===== config.mk =====
export PLATFORM = sky130hd
export DESIGN_NAME = lsu
export DESIGN_NICKNAME = d
export VERILOG_FILES = /design/src/rtl/lsu.sv
export SDC_FILE = /design/constraint.sdc
export NUM_CORES = 1
export LEC_CHECK = 0
export CORE_AREA = 2 2 96 144
export DETAILED_ROUTE_END_ITERATION = 16
export DIE_AREA = 0 0 98 146
export PLACE_DENSITY = 0.86
export SLEW_MARGIN = 20
export SYNTH_ARGS = -nofsm -noshare
export SYNTH_HDL_FRONTEND = slang
export SYNTH_SLANG_ARGS = --single-unit

===== constraint.sdc =====
create_clock -name clk -period 2.53 [get_ports clk]
set_clock_uncertainty 0.15 [all_clocks]
set_input_delay 0.506 -clock clk [delete_from_list [all_inputs] [get_ports clk]]
set_output_delay 0.506 -clock clk [all_outputs]
set_load 0.05 [all_outputs]

===== src/rtl/lsu.sv =====
// RV32I load/store unit: decodes a load/store, issues one word-aligned bus access, returns one response.
// Latency: accept -> BUS next cycle -> RESP the cycle after mem_ack (3 cycles zero-wait); errors skip BUS.
// Backpressure: req_ready only in IDLE; mem_req held until mem_ack; responses cannot be stalled.
// Optional feature macro: RUA_LSU_MISALIGN_CHECK_EN (misaligned half/word accesses report resp_err).
module lsu #(
   parameter int ADDR_W = 32
) (
   input  logic              clk,
   input  logic              rst_n,
   input  logic              req_valid,
   output logic              req_ready,
   input  logic [31:0]       req_inst,
   input  logic [ADDR_W-1:0] req_addr,
   input  logic [31:0]       req_wdata,
   output logic              resp_valid,
   output logic [4:0]        resp_rd,
   output logic [31:0]       resp_data,
   output logic              resp_err,
   output logic              mem_req,
   output logic              mem_we,
   output logic [ADDR_W-1:0] mem_addr,
   output logic [3:0]        mem_wstrb,
   output logic [31:0]       mem_wdata,
   input  logic              mem_ack,
   input  logic [31:0]       mem_rdata
);

   localparam logic [1:0] IDLE = 2'd0;
   localparam logic [1:0] BUS  = 2'd1;
   localparam logic [1:0] RESP = 2'd2;

   logic [1:0]  state;
   logic [4:0]  rd_q;
   logic [2:0]  f3_q;
   logic [1:0]  off_q;

   logic [6:0]  opc;
   logic [2:0]  f3;
   logic [1:0]  off;
   logic        is_load;
   logic        is_store;
   logic        legal;
   logic        misalign;
   logic        dec_err;
   logic [3:0]  st_strb;
   logic [31:0] st_data;
   logic [31:0] rd_shift;
   logic [7:0]  ld_byte;
   logic [15:0] ld_half;
   logic [31:0] ld_data;
   logic        unused;

   assign opc      = req_inst[6:0];
   assign f3       = req_inst[14:12];
   assign off      = req_addr[1:0];
   assign is_load  = (opc == 7'b0000011);
   assign is_store = (opc == 7'b0100011);
   assign legal    = (is_load  && (f3 == 3'b000 || f3 == 3'b001 || f3 == 3'b010 ||
                                   f3 == 3'b100 || f3 == 3'b101)) ||
                     (is_store && (f3 == 3'b000 || f3 == 3'b001 || f3 == 3'b010));
`ifdef RUA_LSU_MISALIGN_CHECK_EN
   assign misalign = (f3[1:0] == 2'b01 && off[0]) || (f3[1:0] == 2'b10 && off != 2'b00);
`else
   // Without the check, sub-size address bits are simply dropped by lane selection.
   assign misalign = 1'b0;
`endif
   assign dec_err  = !legal || misalign;
   assign unused   = ^req_inst[31:15];

   assign req_ready  = (state == IDLE);
   assign mem_req    = (state == BUS);
   assign resp_valid = (state == RESP);

   // Store strobes and lane-replicated data from funct3 and the low address bits.
   always_comb begin
      st_strb = 4'b0000;
      st_data = 32'h0;
      case (f3)
         3'b000: begin
            st_strb = 4'b0001 << off;
            st_data = {4{req_wdata[7:0]}};
         end
         3'b001: begin
            st_strb = off[1] ? 4'b1100 : 4'b0011;
            st_data = {2{req_wdata[15:0]}};
         end
         3'b010: begin
            st_strb = 4'b1111;
            st_data = req_wdata;
         end
         default: ;
      endcase
   end

   // Load lane selection and sign/zero extension of the returned word.
   assign rd_shift = mem_rdata >> {off_q, 3'b000};
   assign ld_byte  = rd_shift[7:0];
   assign ld_half  = off_q[1] ? mem_rdata[31:16] : mem_rdata[15:0];
   always_comb begin
      ld_data = 32'h0;
      if (!mem_we) begin
         case (f3_q)
            3'b000:  ld_data = {{24{ld_byte[7]}}, ld_byte};
            3'b001:  ld_data = {{16{ld_half[15]}}, ld_half};
            3'b010:  ld_data = mem_rdata;
            3'b100:  ld_data = {24'h0, ld_byte};
            3'b101:  ld_data = {16'h0, ld_half};
            default: ld_data = 32'h0;
         endcase
      end
   end

   // Control FSM plus registered bus request and response fields.
   always_ff @(posedge clk) begin
      if (!rst_n) begin
         state     <= IDLE;
         mem_we    <= 1'b0;
         mem_addr  <= '0;
         mem_wstrb <= 4'b0000;
         mem_wdata <= 32'h0;
         rd_q      <= 5'd0;
         f3_q      <= 3'd0;
         off_q     <= 2'd0;
         resp_rd   <= 5'd0;
         resp_data <= 32'h0;
         resp_err  <= 1'b0;
      end else begin
         case (state)
            IDLE: begin
               if (req_valid) begin
                  if (dec_err) begin
                     resp_err  <= 1'b1;
                     resp_rd   <= 5'd0;
                     resp_data <= 32'h0;
                     state     <= RESP;
                  end else begin
                     mem_addr  <= {req_addr[ADDR_W-1:2], 2'b00};
                     mem_we    <= is_store;
                     mem_wstrb <= is_store ? st_strb : 4'b0000;
                     mem_wdata <= is_store ? st_data : 32'h0;
                     rd_q      <= is_store ? 5'd0 : req_inst[11:7];
                     f3_q      <= f3;
                     off_q     <= off;
                     state     <= BUS;
                  end
               end
            end
            BUS: begin
               if (mem_ack) begin
                  resp_data <= ld_data;
                  resp_rd   <= rd_q;
                  resp_err  <= 1'b0;
                  state     <= RESP;
               end
            end
            RESP: begin
               resp_rd   <= 5'd0;
               resp_data <= 32'h0;
               resp_err  <= 1'b0;
               state     <= IDLE;
            end
            default: state <= IDLE;
         endcase
      end
   end

endmodule


==> metrics.txt <==
Reg area=between 2000 and 2500 um^2; footprint of the multi-input gates=2740 um^2; status=finished clean; maximum VDD drop=approximately 0.00047 V; total grt overflow=0; max_slew headroom=between 20% and 30%; 1st-iter DRT viols=roughly 470; root buffer cell=clkbuf_16; most frequent cells in the layout=clkdlybuf4s50_1, dfxtp_1, o21ai_0; Clock Latency Late Sink=about 400 ps; Final period util=between 90% and 100%; max_cap viols=0; wire per inst=~19 um; row cnt=a little over 50; post-synthesis sequential area ratio=a little over two fifths; power share of the combinational group=a little over a tenth; Post-synth top flop=dfxtp_1; initial antenna violation count=0; RSZ-0062 raised after global routing=false; Avg Inst Size Synth=8.84 um^2; Ports=about 240; nets@finish=958; fillers=~1100; Synth Warn #=0; final number of setup-violating endpoints=0; worst-path fanout max=34; Post-DRT Antenna Nets=0; Worst setup EP type=register; switching power=1.12 mW; final WL=~18000 um; worst endpoint data arrival time=approximately 2600 ps; Port Buf Inserts=222; TritonCTS sink count=117; sw frac=a little under a quarter; Leak=between 2 and 3 nW; clk buf depth=2; core area=approximately 13000 um^2; Seq pwr share=38.3%; Worst Path Buf+Inv=2; H-tree levels=4; TritonCTS Buffers=17; HPWL Detailed=roughly 13000 um; Fin. Hold Viols=0; first-pass GRT wire length=about 30000 um; # hold bufs at CTS=0; DRT Pass-1 Iters=6; Internal=3.71 mW; Crit path required time=2650 ps; Crit path largest cell delay=between 500 and 600 ps; commonest non-fill, non-tap cell in the layout=clkdlybuf4s50_1; Seq cells post-synth=around 120; Die X-Extent=between 90 and 100 um; number of antenna diodes=0; startpoint types=input port; Cell Pwr Density=approximately 570 nW/um^2; Crit path top cell by count=or4_4; slowest stage cell, crit path=or4_4; vias=roughly 5800; Hold Path Class=reg -> reg; CTS clk-pin slew, worst paths=50 ps; fin crit period=2450 ps; DRC Markers=0; Clk pwr share=between 50 and 60%; EDFF count, synth=0; die area=about 14000 um^2; crit-path cells=clkdlybuf4s50_1 > or4_4 > or4_4 > buf_4 > o21ai_0 > a21oi_1; CTS tree=done; Cells after DPL=about 960; GPL Wtd Cong=0.910; layout cells sized above 1=11.4%; vias in the first global route=between 5000 and 6000; all-layer global routing usage=25.3%; Peak Freq=a little over 400 MHz; Hold Worst Slack=a little over 300 ps; async set-or-reset flop fraction in the synthesized netlist=0%; area delta synth->final=57.5%; fin. max-slew vios=0; mapped cell area=5410 um^2; Starting Density=about two fifths; unique cell type count in the Yosys netlist=48; Vert. Die Dim=around 150 um; largest net degree at the start of global routing=between 80 and 90; worst-margin pin slew=approximately 1100 ps; Post-Layout Cell Count=roughly 990; Post-Synthesis Cells=just over 600; DR vias/cell=about 5.9; Worst path top cell family by delay=simple AND/OR/NAND/NOR gates; worst setup path category=in -> reg
==> worst min-delay path, cell delays in order (launching register included) <==
cell and delay, ps:
dfxtp_1 300, nand3_1 60, mux2i_1 50
==> area by class of cell <==
class	count	area share [%]
Multi-Input combinational cell	415	32.1
Timing Repair Buffer	260	30.4
Tap cell	159	2.34
Inverter	11	0.485
Clock inverter	12	1.81
Clock buffer	20	5.36
Sequential cell	117	27.5
==> per-layer routing <==
metal	global-route usage [%]	wire length [um]
met2	43.0	9480
met4	12.4	670
met5	0	0
met3	6.15	1400
met1	29.5	6920
==> worst paths after layout <==
| check | from | end | slack (ps) | cells after the start |
|---|---|---|---|---|
| worst min-delay path | rd_q[0] | resp_rd[0] | 310 | 2 |
| worst max register to register | state[1] | resp_data[24] | 440 | 8 |
| worst min register to register | rd_q[0] | resp_rd[0] | 310 | 2 |
| worst max-delay path | req_inst[3] | mem_wdata[17] | 80 | 6 |
==> power groups by stage <==
stage | combinational (mW) | sequential (mW) | clock [mW]
after floorplan | 0.221 | 1.90 | 0
after global placement | 0.512 | 1.89 | 0
after detailed placement | 0.516 | 1.89 | 0
after CTS | 0.519 | 1.85 | 2.49
after global routing | 0.556 | 1.85 | 2.58
final | 0.522 | 1.85 | 2.46
==> cells in the mapped netlist (2+ instances only) <==
master / count / area share, %
a221oi_1: 9 / 1.5
buf_2: 8 / 0.74
nand4b_1: 7 / 1.1
o21ai_0: 96 / 8.9
clkbuf_1: 52 / 3.6
dfxtp_1: 117 / 43
mux2i_1: 22 / 4.1
inv_1: 9 / 0.62
or4_4: 2 / 0.42
nor2b_1: 5 / 0.58
a21oi_1: 80 / 7.4
a311oi_1: 2 / 0.32
nor2_1: 5 / 0.35
a22o_1: 8 / 1.3
o2bb2ai_1: 32 / 5.2
nand3b_1: 8 / 1.1
buf_4: 2 / 0.28
nand4_1: 33 / 3.8
nor4b_1: 2 / 0.32
buf_1: 4 / 0.28
ha_1: 4 / 0.93
nand3_1: 43 / 4.0
a222oi_1: 7 / 1.3
nand2b_1: 3 / 0.35
a211oi_1: 16 / 2.2
buf_6: 4 / 0.83
mux2_2: 7 / 1.5
nand2_1: 5 / 0.35
==> per-stage QoR <==
step           setup TNS, ps  instance area [um^2]  utilization [%]  worst slack (ps)  power, mW
6_report                   0                  8520             65.8              75.5       4.83
5_1_grt                    0                  8520             65.8              4.60       4.99
4_1_cts                    0                  8510             65.7              50.8       4.86
3_5_place_dp          -31900                  7900             60.9              -327       2.41
3_3_place_gp          -29080                  7900             60.9              -300       2.40
2_1_floorplan              0                  5410                -              40.5       2.12
==> kinds of logic (layout without fill, tap and decap cells) <==
kind of cell             count (synthesis)  count (layout)  synth area share (%)
multiplexers                            30              30                  5.94
AND/OR/NAND/NOR                        121             121                  13.8
flip-flops                             117             117                  43.3
AO/OA/AOI/OAI                          258             258                  29.5
buffers and inverters                   81             303                  6.50
adder cells (fa/ha/maj)                  4               4                 0.925
other                                    1               2                0.0693
==> registers in the layout, indices dropped and copies added, names as in the netlist <==
register,count
mem_wdata,32
resp_data,32
mem_addr,30
rd_q,5
resp_rd,5
mem_wstrb,4
f3_q,3
off_q,2
state,2
mem_we,1
resp_err,1
==> what timing repair did <==
item / CTS / global route
buffers inserted: 0 / 0
gates resized for setup: 0 / 1
setup endpoints to repair: 0 / 1
Power figures use the tool's default switching activity.
